<file path="src/rtl/m65c02_pkg.sv">
// Shared encodings for the m65c02 memory bus: microcode I/O operations,
// decoded address regions and bus-cycle controller states.
package m65c02_pkg;

    typedef enum logic [1:0] {
        IO_NONE = 2'b00,
        IO_WR   = 2'b01,
        IO_RD   = 2'b10,
        IO_IF   = 2'b11
    } io_op_e;

    typedef enum logic [1:0] {
        RGN_RAM = 2'd0,
        RGN_ROM = 2'd1,
        RGN_IO  = 2'd2
    } region_e;

    typedef enum logic [1:0] {
        BUS_IDLE = 2'd0,
        BUS_WS   = 2'd1,
        BUS_XW   = 2'd2
    } bus_state_e;

endpackage

</file>
<file path="src/rtl/m65c02_rgn_decode.sv">
// Combinational address-to-region decode plus the wait-state count of that region.
module m65c02_rgn_decode
    import m65c02_pkg::*;
#(
    parameter int unsigned pWait_RAM = 0,
    parameter int unsigned pWait_ROM = 1,
    parameter int unsigned pWait_IO  = 3,
    parameter logic [7:0]  pIO_Page  = 8'hFE
) (
    input  logic [15:0] Addr_i,
    output region_e     Rgn_o,
    output logic [2:0]  Wait_o
);

    // The IO page is tested first so it wins even when it lies inside the ROM window.
    always_comb begin
        Rgn_o  = RGN_RAM;
        Wait_o = 3'(pWait_RAM);
        if (Addr_i[15:8] == pIO_Page) begin
            Rgn_o  = RGN_IO;
            Wait_o = 3'(pWait_IO);
        end else if (Addr_i[15:12] == 4'hF) begin
            Rgn_o  = RGN_ROM;
            Wait_o = 3'(pWait_ROM);
        end
    end

endmodule

</file>
<file path="src/rtl/m65c02_bus_ctrl.sv">
// m65c02 memory bus cycle controller: decodes the target region, drives chip
// enables and strobes, inserts internal/external wait states and returns Rdy.
module m65c02_bus_ctrl
    import m65c02_pkg::*;
#(
    parameter int unsigned pWait_RAM = 0,
    parameter int unsigned pWait_ROM = 1,
    parameter int unsigned pWait_IO  = 3,
    parameter logic [7:0]  pIO_Page  = 8'hFE
) (
    input  logic        Clk,
    input  logic        Rst,
    input  logic [15:0] AO,
    input  logic [1:0]  IO_Op,
    input  logic [7:0]  DO,
    output logic [7:0]  DI,
    output logic        Rdy,
    output logic        Sync,
    output logic [15:0] XA,
    output logic [7:0]  XDO,
    input  logic [7:0]  XDI,
    output logic        nRD,
    output logic        nWR,
    output logic        nCE_RAM,
    output logic        nCE_ROM,
    output logic        nCE_IO,
    input  logic        XWait
);

    if (pWait_RAM > 7 || pWait_ROM > 7 || pWait_IO > 7) begin : gBadWaitCfg
        $error("m65c02_bus_ctrl: wait-state parameters must be in the range 0..7");
    end

    bus_state_e  state_q, state_d;
    logic [2:0]  cnt_q, cnt_d;
    logic [15:0] addr_q, addr_d;
    logic [7:0]  data_q, data_d;
    io_op_e      op_q, op_d;

    io_op_e      curOp;
    logic        active;
    logic [15:0] decAddr;
    region_e     rgn;
    logic [2:0]  rgnWait;

    // The first clock of a cycle decodes the live address; later clocks use the latch.
    assign decAddr = (state_q == BUS_IDLE) ? AO : addr_q;

    m65c02_rgn_decode #(
        .pWait_RAM (pWait_RAM),
        .pWait_ROM (pWait_ROM),
        .pWait_IO  (pWait_IO),
        .pIO_Page  (pIO_Page)
    ) uRgnDecode (
        .Addr_i (decAddr),
        .Rgn_o  (rgn),
        .Wait_o (rgnWait)
    );

    always_ff @(posedge Clk) begin
        if (Rst) begin
            state_q <= BUS_IDLE;
            cnt_q   <= 3'd0;
            addr_q  <= 16'h0000;
            data_q  <= 8'h00;
            op_q    <= IO_NONE;
        end else begin
            state_q <= state_d;
            cnt_q   <= cnt_d;
            addr_q  <= addr_d;
            data_q  <= data_d;
            op_q    <= op_d;
        end
    end

    always_comb begin
        state_d = state_q;
        cnt_d   = cnt_q;
        addr_d  = addr_q;
        data_d  = data_q;
        op_d    = op_q;
        curOp   = op_q;
        active  = 1'b1;
        Rdy     = 1'b0;
        XA      = addr_q;
        XDO     = data_q;

        case (state_q)
            BUS_IDLE: begin
                XA    = AO;
                XDO   = DO;
                curOp = io_op_e'(IO_Op);
                if (curOp == IO_NONE) begin
                    active = 1'b0;
                    Rdy    = 1'b1;
                end else if (rgnWait == 3'd0 && !XWait) begin
                    Rdy = 1'b1;
                end else begin
                    addr_d = AO;
                    data_d = DO;
                    op_d   = curOp;
                    if (rgnWait == 3'd0) begin
                        state_d = BUS_XW;
                        cnt_d   = 3'd0;
                    end else begin
                        state_d = BUS_WS;
                        cnt_d   = rgnWait - 3'd1;
                    end
                end
            end
            BUS_WS: begin
                if (cnt_q != 3'd0) begin
                    cnt_d = cnt_q - 3'd1;
                end else if (!XWait) begin
                    Rdy     = 1'b1;
                    state_d = BUS_IDLE;
                end else begin
                    state_d = BUS_XW;
                end
            end
            BUS_XW: begin
                if (!XWait) begin
                    Rdy     = 1'b1;
                    state_d = BUS_IDLE;
                end
            end
            default: begin
                active  = 1'b0;
                state_d = BUS_IDLE;
            end
        endcase

        // Reset aborts any cycle in the same clock: strobes released, live bus passed through.
        if (Rst) begin
            active = 1'b0;
            Rdy    = 1'b0;
            XA     = AO;
            XDO    = DO;
        end
    end

    assign Sync    = active && (curOp == IO_IF);
    assign nRD     = !(active && (curOp == IO_RD || curOp == IO_IF));
    assign nWR     = !(active && (curOp == IO_WR));
    assign nCE_RAM = !(active && (rgn == RGN_RAM));
    assign nCE_ROM = !(active && (rgn == RGN_ROM));
    assign nCE_IO  = !(active && (rgn == RGN_IO));
    assign DI      = XDI;

endmodule

</file>
<file path="config.mk">
export PLATFORM = sky130hd
export DESIGN_NAME = m65c02_bus_ctrl
export DESIGN_NICKNAME = d
export VERILOG_FILES = /design/src/rtl/m65c02_pkg.sv /design/src/rtl/m65c02_rgn_decode.sv /design/src/rtl/m65c02_bus_ctrl.sv
export SDC_FILE = /design/constraint.sdc
export NUM_CORES = 1
export LEC_CHECK = 0
export ABC_CLOCK_PERIOD_IN_PS = 3200
export BUFFER_PORTS_ARGS = -buffer_cell sky130_fd_sc_hd__buf_4
export CAP_MARGIN = 20
export CORE_MARGIN = 4
export CORE_UTILIZATION = 34
export DETAILED_ROUTE_END_ITERATION = 10
export SYNTH_ARGS = -nofsm -noshare
export SYNTH_HDL_FRONTEND = slang
export SYNTH_HIERARCHICAL = 1
export SYNTH_SLANG_ARGS = --single-unit
</file>
<file path="constraint.sdc">
create_clock -name Clk -period 3.2 [get_ports Clk]
set_input_delay 0 -clock Clk [delete_from_list [all_inputs] [get_ports Clk]]
set_output_delay 0 -clock Clk [all_outputs]
set_load 0.01 [all_outputs]
</file>
==> Flow_metrics.wiki, run 1 <==
{| class="wikitable"
! Metric !! Value
|-
| Status || finished, final reports clean
|-
| Max Clock Skew || 0.00553 ns
|-
| Core area || 5570 sq um
|-
| Final #Nets || 351
|-
| Vias || 1,848
|-
| Sum Neg Setup Slack || 0 ns
|-
| Number of primary I/O pins || 76
|-
| Count of mapped cells out of synthesis || 237
|-
| Total power per unit cell area || 594 nW/um^2
|-
| Cell repeated most along the worst path || sky130_fd_sc_hd__buf_4
|-
| Overall die height || 84.2 microns
|-
| Worst supply voltage drop on vdd || 239 uV
|-
| Final hold vios || 0
|-
| Weighted congestion reported at the end of routability-driven placement || 0.850
|-
| Path type of the worst setup path || reg2out
|-
| Reg2reg setup slack || 0.39 ns
|-
| Buffers inserted by post-CTS timing repair || 0
|-
| Period utilization || 87.9%
|-
| Clock buffer depth || 2
|-
| CTS Root Buffer Type || sky130_fd_sc_hd__clkbuf_8
|-
| Largest net degree at the start of global routing || 35
|-
| Hold WC Path Type || in2out
|-
| Synthesis warning total || 6
|-
| First drt pass iteration count || 4
|-
| Required @ worst endpoint || 3.20 ns
|-
| Overall power after layout || 0.00162 W
|-
| R2R depth || 10
|-
| Via count of the first global-routing pass || 1,832
|-
| Wire length of the first global-routing pass || 8.76 mm
|-
| Number of DRC markers after the initial detailed-route iteration || 118
|-
| Number of instances on the worst hold path || 0
|-
| Area Growth Syn to Fin || 38.5%
|-
| Number of max-capacitance violations reported || 0
|-
| Largest driver fanout on the critical path || 10
|-
| Number of buffers and inverters on the critical path || 4
|-
| Arrival time of data at the critical path endpoint || 2.81 ns
|-
| Instance count after placement with tap cells included || 349
|-
| Clock latency reported for the late side of the worst-skew pair || 0.28 ns
|-
| Actual transition at the worst max-transition pin || 0.505 ns
|-
| Die width || 84.2 microns
|-
| Critical R2R Capture || addr_q[11]$_SDFFE_PP0P_
|-
| Crit path max-delay cell type || sky130_fd_sc_hd__mux2_2
|-
| CP top delay family || buffers and inverters
|-
| Relative slew margins || 66.3%
|-
| Largest stage delay, worst path || 0.36 ns
|-
| Effective utilization at floorplan || 35.4%
|-
| Non-filler cells, final || 381
|-
| IO buf count || 59
|-
| Routed wirelength normalized by instance count || 13.1 microns
|-
| Time the final worst path needs with I/O delays and setup || 2.81 ns
|-
| Fraction of layout instances using a drive strength above 1 || 38.8%
|-
| Kind of end point of the critical path || output pin
|-
| Cell area after synthesis || 1970 sq um
|-
| Die Footprint || 7080 sq um
|-
| Endpoint, Worst Hold || DI[6]
|-
| Clock transition time at the flip-flop clock pins of the worst setup and hold paths || 0.07 ns
|-
| H-Tree Depth || 2
|-
| # diodes || 0
|-
| Number of buffers inserted during clock tree synthesis || 5
|-
| Fin. max-slew vios || 0
|-
| Vias/cell || 4.85
|-
| Synthesized netlist net count || 280
|-
| Initial antenna violation count || 0
|-
| Final setup vio count || 0
|-
| RSZ-0062 raised after global routing || false
|-
| DRC viols || 0
|-
| Fillcell total || 533
|-
| Reported leakage power || 1.13 nW
|-
| Max frequency || 0.355 GHz
|-
| DRT Wirelength || 5.00 mm
|-
| # clock sinks || 31
|-
| Critical path cell sequence || inv_1, ha_2, mux2_2, nand4b_1, nor2_1, buf_4, nor4_1, o21ai_0, buf_4, o21ai_0, and2_1, buf_4
|-
| Startpoint types || flop
|-
| Mapped Avg Cell Area || 8.32 sq um
|-
| Worst hold path startpoint || XDI[6]
|-
| HPWL Detailed || 3.51 mm
|-
| TritonCTS clock tree || built
|-
| Count of antenna-violating nets left after detailed routing || 0
|-
| Num rows || 27
|-
| Overflow left after global routing || 0
|-
| Global Route Usage Sum || 14.9%
|-
| Reg2Reg Launch Point || state_q[0]$_SDFFE_PP0P_
|}
flip-flops by register name (all words and copies together) (netlist names):
name / cells
op_q: 2
cnt_q: 3
data_q: 8
state_q: 2
addr_q: 16
worst reg2reg max path, delay by kind of cell, from the launching register on:
kind	cells	cell delay, ns
buffers and inverters	3	0.51
AND/OR/NAND/NOR	4	1.07
AO/OA/AOI/OAI	1	0.13
multiplexers	1	0.37
flip-flops	1	0.33
adder cells (fa/ha/maj)	1	0.33
routing by layer:
layer	GRT usage, %	routed length (microns)
met4	5.41	39
met5	0	0
met2	23.7	2350
met1	19.5	2310
met3	3.53	293
where the power goes:
part / total, W / internal, W / switching (W)
sequential: 0.000501 / 0.000457 / 0.0000440
combinational: 0.000780 / 0.000384 / 0.000396
clock: 0.000342 / 0.000195 / 0.000147
layout by cell type (no fill, tap or decap), types with 2 or more instances in the layout:
| cell | count |
|---|---|
| sky130_fd_sc_hd__o21a_1 | 2 |
| sky130_fd_sc_hd__a21oi_2 | 4 |
| sky130_fd_sc_hd__nand3b_1 | 2 |
| sky130_fd_sc_hd__mux2_2 | 33 |
| sky130_fd_sc_hd__ha_1 | 5 |
| sky130_fd_sc_hd__nand2b_1 | 2 |
| sky130_fd_sc_hd__clkbuf_8 | 7 |
| sky130_fd_sc_hd__a21oi_1 | 28 |
| sky130_fd_sc_hd__dfxtp_1 | 31 |
| sky130_fd_sc_hd__o21ai_0 | 4 |
| sky130_fd_sc_hd__inv_1 | 8 |
| sky130_fd_sc_hd__nand2_2 | 5 |
| sky130_fd_sc_hd__dlygate4sd3_1 | 24 |
| sky130_fd_sc_hd__nor2b_1 | 2 |
| sky130_fd_sc_hd__nor2_1 | 9 |
| sky130_fd_sc_hd__nor3b_1 | 2 |
| sky130_fd_sc_hd__nor3_1 | 2 |
| sky130_fd_sc_hd__a32oi_1 | 3 |
| sky130_fd_sc_hd__buf_4 | 65 |
| sky130_fd_sc_hd__nand2_1 | 48 |
| sky130_fd_sc_hd__a221oi_1 | 2 |
final cells by class:
class                   instances  area, sq um  share of cell area, %
clock buffers                   7         96.3                   3.53
well taps                      72         90.1                   3.30
flip-flops and latches         31          621                   22.7
inverters                       8         30.0                   1.10
repair buffers                 89          728                   26.7
multi-input cells             173         1160                   42.4
clock inverters                 1         7.51                  0.275
metrics by stage:
stage	setup slack [ns]	util, %	hold slack, ns	instance area (sq um)
2_1_floorplan	0.313	-	0.0918	1970
3_3_place_gp	0.331	42.8	0.000119	2380
3_5_place_dp	0.196	42.8	0.000119	2380
4_1_cts	0.178	48.9	0.000119	2730
5_1_grt	0.137	49.0	0.0000165	2730
6_report	0.386	49.0	0.00000344	2730
worst max path at each step:
| stage | to | slack [ns] | cells after the start | start |
|---|---|---|---|---|
| 2_1_floorplan | data_q[0]$_SDFFE_PP0P_ | 0.31 | 14 | state_q[0]$_SDFFE_PP0P_ |
| 3_5_place_dp | addr_q[9]$_SDFFE_PP0P_ | 0.20 | 9 | state_q[0]$_SDFFE_PP0P_ |
| 5_1_grt | Rdy | 0.14 | 12 | state_q[0]$_SDFFE_PP0P_ |
| 3_3_place_gp | addr_q[7]$_SDFFE_PP0P_ | 0.33 | 9 | state_q[1]$_SDFFE_PP0P_ |
| 4_1_cts | addr_q[9]$_SDFFE_PP0P_ | 0.18 | 9 | state_q[0]$_SDFFE_PP0P_ |
| 6_report | Rdy | 0.39 | 12 | state_q[0]$_SDFFE_PP0P_ |
timing repair:
action | 4_1_cts | 5_1_grt
resized for setup | 0 | 2
endpoints found under the hold margin | 24 | 0
endpoints found under the setup margin | 0 | 25
hold buffers | 24 | 0
Power figures use the tool's default switching activity.
==> run 2, diff against run 1 <==
--- a/config.mk
+++ b/config.mk
@@ -5,12 +5,13 @@
 export SDC_FILE = /design/constraint.sdc
 export NUM_CORES = 1
 export LEC_CHECK = 0
-export ABC_CLOCK_PERIOD_IN_PS = 3200
+export ABC_CLOCK_PERIOD_IN_PS = 2450
 export BUFFER_PORTS_ARGS = -buffer_cell sky130_fd_sc_hd__buf_4
 export CAP_MARGIN = 20
 export CORE_MARGIN = 4
-export CORE_UTILIZATION = 34
+export CORE_UTILIZATION = 45
 export DETAILED_ROUTE_END_ITERATION = 10
+export PLACE_DENSITY = 0.77
 export SYNTH_ARGS = -nofsm -noshare
 export SYNTH_HDL_FRONTEND = slang
 export SYNTH_HIERARCHICAL = 1
==> constraint.sdc (replaced) <==
create_clock -name Clk -period 2.45 [get_ports Clk]
set_input_delay 0 -clock Clk [delete_from_list [all_inputs] [get_ports Clk]]
set_output_delay 0 -clock Clk [all_outputs]
set_load 0.01 [all_outputs]
==> run 2 against run 1 <==
- the flow now finishes with violations (negative setup slack)
- critical endpoint is now data_q[6]$_SDFFE_PP0P_
- critical path depth shrank 1
- largest power group unchanged
- cell count decreased by 3.4%
- clock skew decreased by 0.0041 ns
- sequential share of layout area fell by 1.8 points
- worst setup slack got worse by 0.40 ns
- largest cell class unchanged
- total power up 51%
- core utilization up 24 points
- non-clock buffer count increased by 9
==> Flow_metrics.wiki, run 2 (synthesis results as in run 1) <==
{| class="wikitable"
! Metric !! Value
|-
| Max reg flops || 16
|-
| Area Growth Syn to Fin || 51.7%
|-
| Largest stage delay, worst path || 0.57 ns
|-
| Most common cell after layout, fill and taps aside || sky130_fd_sc_hd__buf_4
|-
| R2R depth || 11
|-
| Fillcell total || 290
|-
| Largest driver fanout on the critical path || 8
|-
| RSZ-0062 raised after global routing || true
|-
| HPWL Detailed || 3.17 mm
|-
| Worst supply voltage drop on vdd || 454 uV
|-
| Weighted congestion reported at the end of routability-driven placement || 0.854
|-
| Storage element area || 626 sq um
|-
| Final #Nets || 361
|-
| CP top delay family || simple AND/OR/NAND/NOR gates
|-
| DRT Wirelength || 5.60 mm
|-
| Max Clock Skew || 0.00143 ns
|-
| Die width || 74.2 microns
|-
| Setup slack at placement || 0.0362 ns
|-
| Count of antenna-violating nets left after detailed routing || 0
|-
| Fin. max-slew vios || 0
|-
| Met1 routed wirelength after detailed routing || 2.22 mm
|-
| Fraction of layout instances using a drive strength above 1 || 50.3%
|-
| Number of max-capacitance violations reported || 0
|-
| Num rows || 23
|-
| Reg2reg setup slack || -0.01 ns
|-
| Required @ worst endpoint || 2.67 ns
|-
| DRC viols || 0
|-
| Arrival time of data at the critical path endpoint || 2.68 ns
|-
| Initial antenna violation count || 0
|-
| Kind of end point of the critical path || flop
|-
| Timing startpoint of the critical path || state_q[1]$_SDFFE_PP0P_
|-
| Clock transition time at the flip-flop clock pins of the worst setup and hold paths || 0.06 ns
|-
| Critical R2R Capture || data_q[6]$_SDFFE_PP0P_
|-
| Period utilization || 100%
|-
| Number of buffers inserted during clock tree synthesis || 5
|-
| Die Footprint || 5500 sq um
|-
| Routed wirelength normalized by instance count || 15.2 microns
|-
| IO buf count || 59
|-
| Total power per unit cell area || 821 nW/um^2
|-
| H-Tree Depth || 2
|-
| Clock latency reported for the late side of the worst-skew pair || 0.29 ns
|-
| Multi-input logic area || 1310 sq um
|-
| Final hold vios || 0
|-
| # diodes || 0
|-
| Critical path cell sequence || inv_4, ha_4, mux2_4, nand4_1, buf_4, nor2_4, or4_4, nand2_8, clkbuf_16, nand2_1, a21oi_2
|-
| Time the final worst path needs with I/O delays and setup || 2.46 ns
|-
| Worst hold path startpoint || XDI[3]
|-
| Sum Neg Setup Slack || -0.0121 ns
|-
| Met2 WL post-DR || 2.87 mm
|-
| Most used cells in the layout excluding fill and tap cells || sky130_fd_sc_hd__buf_4, sky130_fd_sc_hd__nand2_1, sky130_fd_sc_hd__dfxtp_1
|-
| Clock buffer depth || 2
|-
| Status || complete, but fails checks
|-
| Startpoint types || flop
|-
| Reported leakage power || 1.25 nW
|-
| Wire length of the first global-routing pass || 8.22 mm
|-
| Endpoint, Worst Hold || DI[3]
|-
| Overall die height || 74.2 microns
|-
| Max frequency || 0.406 GHz
|-
| First drt pass iteration count || 4
|-
| Number of buffers and inverters on the critical path || 3
|-
| Crit path max-delay cell type || sky130_fd_sc_hd__or4_4
|-
| CTS Root Buffer Type || sky130_fd_sc_hd__clkbuf_8
|-
| # clock sinks || 31
|-
| Overflow left after global routing || 0
|-
| Worst Hold Slack || 0.00000381 ns
|-
| Effective utilization at floorplan || 47.9%
|-
| Number of DRC markers after the initial detailed-route iteration || 137
|-
| Leading registers by flop count || addr_q (16), data_q (8), cnt_q (3)
|-
| Final critical-path setup slack || -0.0115 ns
|-
| Largest net degree at the start of global routing || 35
|-
| Vias/cell || 5.36
|-
| Global Route Usage Sum || 19.3%
|-
| Vias || 1,974
|-
| TritonCTS clock tree || built
|-
| Core area || 4120 sq um
|-
| Final setup vio count || 2
|-
| Register name with the most flops || addr_q
|-
| Routed wl met3 || 354 microns
|-
| Via count of the first global-routing pass || 1,822
|-
| Violated checks || negative setup slack
|-
| Hold WC Path Type || in2out
|-
| Number of primary I/O pins || 76
|-
| Reg2Reg Launch Point || state_q[1]$_SDFFE_PP0P_
|-
| Path type of the worst setup path || reg2reg
|-
| Number of instances on the worst hold path || 0
|-
| Highest metal used || met4
|}
==> run 2: cell types whose count changed in the layout (fill, tap and decap cells not counted), moves of 3 or more <==
| cell | before | now |
|---|---|---|
| sky130_fd_sc_hd__nand2_1 | 48 | 32 |
| sky130_fd_sc_hd__nand2_2 | 5 | 20 |
| sky130_fd_sc_hd__mux2_4 | 0 | 6 |
| sky130_fd_sc_hd__a21oi_2 | 4 | 11 |
| sky130_fd_sc_hd__mux2_2 | 33 | 27 |
| sky130_fd_sc_hd__inv_1 | 8 | 5 |
| sky130_fd_sc_hd__a21oi_1 | 28 | 21 |
| sky130_fd_sc_hd__buf_4 | 65 | 68 |
| sky130_fd_sc_hd__buf_6 | 0 | 3 |
==> run 2: worst max path at each step <==
stage	slack, ns	endpoint	cells past startpoint
after floorplan	-0.02	data_q[0]$_SDFFE_PP0P_	14
after global placement	0.1	addr_q[15]$_SDFFE_PP0P_	10
after detailed placement	0.04	addr_q[4]$_SDFFE_PP0P_	10
after CTS	0.03	addr_q[4]$_SDFFE_PP0P_	11
after global routing	-0.07	data_q[5]$_SDFFE_PP0P_	11
final	-0.01	data_q[6]$_SDFFE_PP0P_	11
==> run 2: per-stage QoR <==
stage | instances | total power (W) | area [sq um] | util (%)
after detailed placement | 326 | 0.00167 | 2380 | 58.0
after floorplan | 237 | 0.00143 | 2020 | -
final | 368 | 0.00246 | 2990 | 72.7
after global routing | 368 | 0.00260 | 2990 | 72.7
after global placement | 326 | 0.00166 | 2380 | 58.0
after CTS | 359 | 0.00221 | 2740 | 66.6
==> run 2: repair_timing <==
action | in CTS | in global routing
pin swaps | 2 | 33
endpoints found under the hold margin | 24 | 0
setup endpoints to repair | 1 | 31
setup buffers | 2 | 5
gates cloned | 0 | 4
gates resized for setup | 0 | 40
hold buffers | 24 | 0
==> run 2: area by class of cell <==
class	instances	share of cell area (%)
clock buffer	6	2.43
clock inverter	1	1.00
inverter	8	1.09
multi-input combinational	174	43.9
sequential	31	20.9
tap	50	2.09
timing repair buffer	98	28.6
==> run 2: where the power goes <==
group | internal [W] | leakage, nW | switching, W
sequential | 0.000601 | 0.256 | 0.0000689
clock | 0.000298 | 0.0513 | 0.000187
combinational | 0.000674 | 0.939 | 0.000627
total | 0.00157 | 1.25 | 0.000883
==> run 2: metal layers <==
layer,track usage [%],up-vias
met3,4.05,15
li1,-,968
met5,0,-
met2,33.2,66
met1,23.1,925
met4,8.25,0
==> run 2: worst reg2reg max path, stage by stage (launching register included) <==
cell,delay [ns]
sky130_fd_sc_hd__dfxtp_4,0.36
sky130_fd_sc_hd__inv_4,0.06
sky130_fd_sc_hd__ha_4,0.21
sky130_fd_sc_hd__mux2_4,0.32
sky130_fd_sc_hd__nand4_1,0.17
sky130_fd_sc_hd__buf_4,0.16
sky130_fd_sc_hd__nor2_4,0.04
sky130_fd_sc_hd__or4_4,0.57
sky130_fd_sc_hd__nand2_8,0.15
sky130_fd_sc_hd__clkbuf_16,0.17
sky130_fd_sc_hd__nand2_1,0.08
sky130_fd_sc_hd__a21oi_2,0.11
